===== src/rtl/dca_matrix_block_merger_pkg.sv =====
// Shared encodings for the DCA matrix block merger: element sizes, FSM states
// and the tile walk order used by both the splitter and the merger.
package dca_matrix_block_merger_pkg;

    localparam logic [1:0] ELEM_8B  = 2'd0;
    localparam logic [1:0] ELEM_16B = 2'd1;
    localparam logic [1:0] ELEM_32B = 2'd2;

    typedef enum logic [1:0] {
        ST_IDLE  = 2'd0,
        ST_RUN   = 2'd1,
        ST_DRAIN = 2'd2,
        ST_FIN   = 2'd3
    } merger_state_e;

    typedef enum logic {
        ORDER_ROW_MAJOR = 1'b0,
        ORDER_COL_FIRST = 1'b1
    } tile_order_e;

    // Encoding 3 has no wider element behind it, so it aliases to 32-bit.
    function automatic logic [1:0] norm_elem_log2(input logic [1:0] e);
        return (e == 2'd3) ? ELEM_32B : e;
    endfunction

endpackage


===== src/rtl/dca_matrix_row_packer.sv =====
// Packs one tile row of 32-bit lanes down to the element width and builds the
// matching byte strobes; masked lanes contribute neither data nor strobe.
module dca_matrix_row_packer
    import dca_matrix_block_merger_pkg::*;
#(
    parameter int NUM_LANES = 4
) (
    input  logic [NUM_LANES*32-1:0] lanes_i,
    input  logic [1:0]              elem_log2_i,
    input  logic [NUM_LANES-1:0]    lane_mask_i,
    output logic [NUM_LANES*32-1:0] data_o,
    output logic [NUM_LANES*4-1:0]  strb_o
);

    always_comb begin
        data_o = '0;
        strb_o = '0;
        for (int c = 0; c < NUM_LANES; c++) begin
            if (lane_mask_i[c]) begin
                case (elem_log2_i)
                    ELEM_8B: begin
                        data_o[c*8 +: 8] = lanes_i[c*32 +: 8];
                        strb_o[c]        = 1'b1;
                    end
                    ELEM_16B: begin
                        data_o[c*16 +: 16] = lanes_i[c*32 +: 16];
                        strb_o[c*2 +: 2]   = 2'b11;
                    end
                    default: begin
                        data_o[c*32 +: 32] = lanes_i[c*32 +: 32];
                        strb_o[c*4 +: 4]   = 4'hF;
                    end
                endcase
            end
        end
    end

endmodule


===== src/rtl/dca_matrix_block_merger.sv =====
// Tile-row write merger: walks tiles in splitter order, drops overhang rows and
// lanes, and issues one byte-addressed write request per valid row.
module dca_matrix_block_merger
    import dca_matrix_block_merger_pkg::*;
#(
    parameter int MATRIX_NUM_ROW = 4,
    parameter int MATRIX_NUM_COL = 4,
    parameter int BW_ADDR        = 32,
    parameter int BW_DIM         = 16
) (
    input  logic                        clk,
    input  logic                        rst,
    input  logic                        start,
    input  logic [BW_ADDR-1:0]          cfg_base_addr,
    input  logic [BW_ADDR-1:0]          cfg_stride,
    input  logic [BW_DIM-1:0]           cfg_num_row_m1,
    input  logic [BW_DIM-1:0]           cfg_num_col_m1,
    input  logic [1:0]                  cfg_elem_log2,
    input  logic                        cfg_is_col_first,
    input  logic                        in_valid,
    output logic                        in_ready,
    input  logic [MATRIX_NUM_COL*32-1:0] in_data,
    output logic                        out_valid,
    input  logic                        out_ready,
    output logic [BW_ADDR-1:0]          out_addr,
    output logic [MATRIX_NUM_COL*32-1:0] out_data,
    output logic [MATRIX_NUM_COL*4-1:0] out_strb,
    output logic                        busy,
    output logic                        done
);

    localparam int LOG2R = $clog2(MATRIX_NUM_ROW);
    localparam int LOG2C = $clog2(MATRIX_NUM_COL);
    localparam int RW    = (LOG2R > 0) ? LOG2R : 1;
    localparam int GW    = BW_DIM + LOG2R + 1;
    localparam int CW    = BW_DIM + LOG2C + 1;

    merger_state_e state_q, state_d;

    logic [BW_ADDR-1:0] base_q, stride_q;
    logic [BW_DIM-1:0]  nrm1_q, ncm1_q;
    logic [1:0]         elem_q;
    tile_order_e        order_q;

    logic [BW_DIM-1:0]  tx_q, tx_d, ty_q, ty_d;
    logic [RW-1:0]      r_q, r_d;
    logic [BW_ADDR-1:0] tile_row_addr_q, tile_row_addr_d;
    logic [BW_ADDR-1:0] row_addr_q, row_addr_d;
    logic [BW_ADDR-1:0] col_off_q, col_off_d;

    logic                         out_valid_q, out_valid_d;
    logic [BW_ADDR-1:0]           out_addr_q, out_addr_d;
    logic [MATRIX_NUM_COL*32-1:0] out_data_q, out_data_d;
    logic [MATRIX_NUM_COL*4-1:0]  out_strb_q, out_strb_d;

    logic                         tx_last, ty_last, r_last, row_valid, beat_fire;
    logic [GW-1:0]                gr;
    logic [CW-1:0]                col_base;
    logic [MATRIX_NUM_COL-1:0]    lane_mask;
    logic [BW_ADDR-1:0]           tile_row_step, col_step;
    logic [MATRIX_NUM_COL*32-1:0] pack_data;
    logic [MATRIX_NUM_COL*4-1:0]  pack_strb;

    assign tx_last   = (tx_q == (ncm1_q >> LOG2C));
    assign ty_last   = (ty_q == (nrm1_q >> LOG2R));
    assign r_last    = (r_q == RW'(MATRIX_NUM_ROW - 1));
    assign gr        = (GW'(ty_q) << LOG2R) | GW'(r_q);
    assign row_valid = (gr <= GW'(nrm1_q));
    assign col_base  = CW'(tx_q) << LOG2C;

    // Address steps are shifts only: tile rows advance by stride*ROWS, tile
    // columns by COLS elements of the current size.
    assign tile_row_step = stride_q << LOG2R;
    assign col_step      = BW_ADDR'(MATRIX_NUM_COL) << elem_q;

    always_comb begin
        lane_mask = '0;
        for (int c = 0; c < MATRIX_NUM_COL; c++) begin
            lane_mask[c] = ((col_base + CW'(c)) <= CW'(ncm1_q));
        end
    end

    dca_matrix_row_packer #(
        .NUM_LANES (MATRIX_NUM_COL)
    ) u_packer (
        .lanes_i     (in_data),
        .elem_log2_i (elem_q),
        .lane_mask_i (lane_mask),
        .data_o      (pack_data),
        .strb_o      (pack_strb)
    );

    assign in_ready  = (state_q == ST_RUN) && (!out_valid_q || out_ready);
    assign beat_fire = in_valid && in_ready;
    assign busy      = (state_q == ST_RUN) || (state_q == ST_DRAIN);
    assign done      = (state_q == ST_FIN);
    assign out_valid = out_valid_q;
    assign out_addr  = out_addr_q;
    assign out_data  = out_data_q;
    assign out_strb  = out_strb_q;

    always_comb begin
        state_d         = state_q;
        tx_d            = tx_q;
        ty_d            = ty_q;
        r_d             = r_q;
        tile_row_addr_d = tile_row_addr_q;
        row_addr_d      = row_addr_q;
        col_off_d       = col_off_q;
        out_valid_d     = out_valid_q && !out_ready;
        out_addr_d      = out_addr_q;
        out_data_d      = out_data_q;
        out_strb_d      = out_strb_q;

        case (state_q)
            ST_IDLE: begin
                if (start) begin
                    state_d         = ST_RUN;
                    tx_d            = '0;
                    ty_d            = '0;
                    r_d             = '0;
                    tile_row_addr_d = cfg_base_addr;
                    row_addr_d      = cfg_base_addr;
                    col_off_d       = '0;
                end
            end
            ST_RUN: begin
                if (beat_fire) begin
                    if (row_valid) begin
                        out_valid_d = 1'b1;
                        out_addr_d  = row_addr_q + col_off_q;
                        out_data_d  = pack_data;
                        out_strb_d  = pack_strb;
                    end
                    if (r_last) begin
                        r_d = '0;
                        if (order_q == ORDER_COL_FIRST) begin
                            if (ty_last) begin
                                ty_d            = '0;
                                tx_d            = tx_q + 1'b1;
                                tile_row_addr_d = base_q;
                                row_addr_d      = base_q;
                                col_off_d       = col_off_q + col_step;
                            end else begin
                                ty_d            = ty_q + 1'b1;
                                tile_row_addr_d = tile_row_addr_q + tile_row_step;
                                row_addr_d      = tile_row_addr_q + tile_row_step;
                            end
                        end else begin
                            if (tx_last) begin
                                tx_d            = '0;
                                ty_d            = ty_q + 1'b1;
                                tile_row_addr_d = tile_row_addr_q + tile_row_step;
                                row_addr_d      = tile_row_addr_q + tile_row_step;
                                col_off_d       = '0;
                            end else begin
                                tx_d       = tx_q + 1'b1;
                                row_addr_d = tile_row_addr_q;
                                col_off_d  = col_off_q + col_step;
                            end
                        end
                        if (tx_last && ty_last) begin
                            state_d = ST_DRAIN;
                        end
                    end else begin
                        r_d        = r_q + 1'b1;
                        row_addr_d = row_addr_q + stride_q;
                    end
                end
            end
            ST_DRAIN: begin
                if (!out_valid_q || out_ready) begin
                    state_d = ST_FIN;
                end
            end
            default: begin
                state_d = ST_IDLE;
            end
        endcase
    end

    always_ff @(posedge clk) begin
        if (rst) begin
            state_q         <= ST_IDLE;
            tx_q            <= '0;
            ty_q            <= '0;
            r_q             <= '0;
            tile_row_addr_q <= '0;
            row_addr_q      <= '0;
            col_off_q       <= '0;
            out_valid_q     <= 1'b0;
            out_addr_q      <= '0;
            out_data_q      <= '0;
            out_strb_q      <= '0;
        end else begin
            state_q         <= state_d;
            tx_q            <= tx_d;
            ty_q            <= ty_d;
            r_q             <= r_d;
            tile_row_addr_q <= tile_row_addr_d;
            row_addr_q      <= row_addr_d;
            col_off_q       <= col_off_d;
            out_valid_q     <= out_valid_d;
            out_addr_q      <= out_addr_d;
            out_data_q      <= out_data_d;
            out_strb_q      <= out_strb_d;
        end
    end

    // Configuration is only meaningful once a run starts, so it carries no reset.
    always_ff @(posedge clk) begin
        if (!rst && state_q == ST_IDLE && start) begin
            base_q   <= cfg_base_addr;
            stride_q <= cfg_stride;
            nrm1_q   <= cfg_num_row_m1;
            ncm1_q   <= cfg_num_col_m1;
            elem_q   <= norm_elem_log2(cfg_elem_log2);
            order_q  <= tile_order_e'(cfg_is_col_first);
        end
    end

endmodule


===== config.mk =====
export PLATFORM = sky130hd
export DESIGN_NAME = dca_matrix_block_merger
export DESIGN_NICKNAME = d
export VERILOG_FILES = /design/src/rtl/dca_matrix_block_merger_pkg.sv /design/src/rtl/dca_matrix_row_packer.sv /design/src/rtl/dca_matrix_block_merger.sv
export SDC_FILE = /design/constraint.sdc
export NUM_CORES = 1
export LEC_CHECK = 0
export ABC_CLOCK_PERIOD_IN_PS = 9100
export BUFFER_PORTS_ARGS = -buffer_cell sky130_fd_sc_hd__clkbuf_2
export CORE_ASPECT_RATIO = 1.5
export CORE_MARGIN = 2
export CORE_UTILIZATION = 45
export CTS_BUF_LIST = sky130_fd_sc_hd__clkbuf_8 sky130_fd_sc_hd__clkbuf_16
export DETAILED_ROUTE_END_ITERATION = 10
export MAX_ROUTING_LAYER = met4
export PLACE_DENSITY = 0.79
export REMOVE_ABC_BUFFERS = 1
export SYNTH_ARGS = -nofsm -noshare
export SYNTH_HDL_FRONTEND = slang
export SYNTH_SLANG_ARGS = --single-unit
export TNS_END_PERCENT = 1

===== constraint.sdc =====
create_clock -name clk -period 9.1 [get_ports clk]
set_input_delay 0.455 -clock clk [delete_from_list [all_inputs] [get_ports clk]]
set_output_delay 0.455 -clock clk [all_outputs]
set_load 0.03 [all_outputs]

==> qor.csv <==
metric;value;unit
multiInputGateArea;11000;um^2
cts_tree;done;
clock_latency;570;ps
drive_gt1_share;21.6;%
track_usage;27.9;%
synth_cells;2232;
cts_resized;0;
endpoint;out_data[24];
slew_headroom;27.7;%
ios;412;
synth_edf_count;99;
reg2reg_slack;4320;ps
total_power;0.00716;W
setup_ws;4320;ps
vias;18900;
routedWlPerCell;21.0;um
fin_worst_skew;23.2;ps
rr_endpoint;out_data[24];
ir_worst_vdd;0.000168;V
drcViolationCount;0;
rr_worst_depth;10;
worstPathRequired;9550;ps
finalHoldViolations;0;
cp_max_fo;70;
reg2reg_from;state_q[0];
ys_seq_area_share;43.4;%
critPathLaunchType;register;
synth_cell_types;84;
crit_arrival;5230;ps
finish.instance_area;24500;um^2
grt_overflow;0;
post-synth-top-count-cell;dfxtp_1;
dp.final_hpwl;49.5;mm
seq_area;8960;um^2
status;finished clean;
hold_class;in2reg;
crit_start;state_q[0];
clkSlewWorstSetupHoldPaths;70;ps
rsz0062_at_grt;false;
area_growth;18.8;%
post-place-ws;4510;ps
cts_hold_buf;0;
netlist_area;20600;um^2
p_leak;10.6;nW
htreeDepth;2;
yosys-top-cells-count;299 x dfxtp_1, 275 x nor2_1, 189 x nand2_1, 150 x a21oi_1, 132 x ha_1;
syn_avg_cell_area;9.24;um^2
cts_root_buf;clkbuf_16;
antenna_found_initial;0;
grt_pass1_vias;18400;
clock.fmax;0.209;GHz
ys_ff_latch;398;
synth_top_area_cell;dfxtp_1;
powerDensity;292;nW/um^2
drt-initial-drc-count;1356;
place_congestion;0.964;
die_area;47600;um^2
cts_setup_buffers;0;
async_flop_share;0;%
setup_violations;0;
fin_nets;2946;
clk_path_buf_depth;3;
ant_nets;0;
antenna_cells;0;
ys_warn_count;0;
die_w;179;um
critPathCaptureType;register;
portBuffers;411;
core-area;45500;um^2
setup_tns;0;ps
worstSetupPathType;reg2reg;
placed_area;23100;um^2
worst_slew_pin_slew;1080;ps
drv_slew;0;
fill_cells;4114;
grt_max_degree;73;
final_util;53.8;%
yosys-top-cells-area;dfxtp_1 29%, edfxtp_1 14%, ha_1 8.0%;
die_y;266;um
row_count;96;
synth_ff_type;dfxtp_1;
totalWireLength;67.1;mm
numCtsBuffers;41;
period_needed;4780;ps
grt_pass1_wl;101;mm
firstDrtPassIters;5;
cts_num_sinks;398;
period_share;52.5;%
synth_top_area_share;29.0;%
start_util;45.3;%
cap_violations;0;
viasPerCell;5.89;
## cells in the final DEF, fill, tap and decap left out, types with 14 or more instances in the layout
cell,count
clkbuf_2,410
dfxtp_1,299
nor2_1,271
nand2_1,189
a21oi_1,148
ha_1,131
edfxtp_1,99
nor3_1,72
xor2_1,69
a221oi_1,66
a22o_1,66
inv_1,65
o21ai_0,62
xnor2_1,61
a211oi_1,54
nand3_1,52
a21o_1,49
clkbuf_16,43
o211ai_1,36
and3_1,25
buf_4,23
nor2b_1,20
nand4_1,20
mux2i_1,19
a22oi_1,18
a31oi_1,15
nand2b_1,14
o22ai_1,14
## metrics by stage
| step | std cells | hold slack [ps] |
|---|---|---|
| floorplan | 2102 | 443 |
| global placement | 3124 | 439 |
| detailed placement | 3124 | 444 |
| CTS | 3200 | 42.4 |
| global route | 3200 | 50.4 |
| finish | 3200 | 59.7 |
## power breakdown
group / switching [W] / internal (W)
combinational: 0.00191 / 0.00109
sequential: 0.000266 / 0.00215
clock: 0.000745 / 0.000991
total: 0.00292 / 0.00424
## metal layers
metal / GRT usage (%) / part of all wire (%) / up-vias
met1: 30.1 / 37 / 8913
met5: - / 0 / -
met4: 13.0 / 4.9 / 0
li1: - / - / 8888
met3: 5.07 / 7.9 / 192
met2: 49.0 / 50 / 867
## registers in the layout (all words and copies together) (netlist names)
name             flops
row_addr_q          32
out_strb             8
ty_q                16
nrm1_q              16
elem_q               2
out_addr            32
base_q              32
r_q                  2
out_data           128
order_q              1
tx_q                16
ncm1_q              16
stride_q            32
state_q              2
out_valid            1
col_off_q           30
tile_row_addr_q     32
## worst min-delay path by stage
stage               cells after the start                from  slack, ps                 end
detailed placement                      2         out_data[0]        440         out_data[0]
CTS                                     1   cfg_num_col_m1[9]         40           ncm1_q[9]
global route                            1   cfg_num_col_m1[9]         50           ncm1_q[9]
global placement                        2         out_data[0]        440         out_data[0]
floorplan                               2  tile_row_addr_q[9]        440  tile_row_addr_q[9]
finish                                  1   cfg_num_col_m1[9]         60           ncm1_q[9]
## cells by family after synthesis
family | share of synthesized area, %
buffers and inverters | 3.79
xor gates and xnor gates | 5.60
AOI/OAI and AO/OA | 21.7
and+or+nand+nor | 16.0
muxes | 1.14
adders and majority gates | 8.30
DFF | 43.4
## critical path, cell delays in order, from the launching register on
cell,delay [ps]
dfxtp_1,420
ha_2,190
buf_4,570
clkinv_1,760
nor2_1,550
o211ai_1,150
a21oi_1,360
a41o_4,420
buf_4,730
nor2_1,100
a211oi_1,290
## area by class of cell
cell class	instances	area share [%]
clock inverter	31	1.07
inverter	61	0.935
sequential	398	36.6
clock buffer	45	4.51
timing repair buffer	434	9.13
multi-input combinational	1643	44.8
tap	588	3.00
Power figures use the tool's default switching activity.
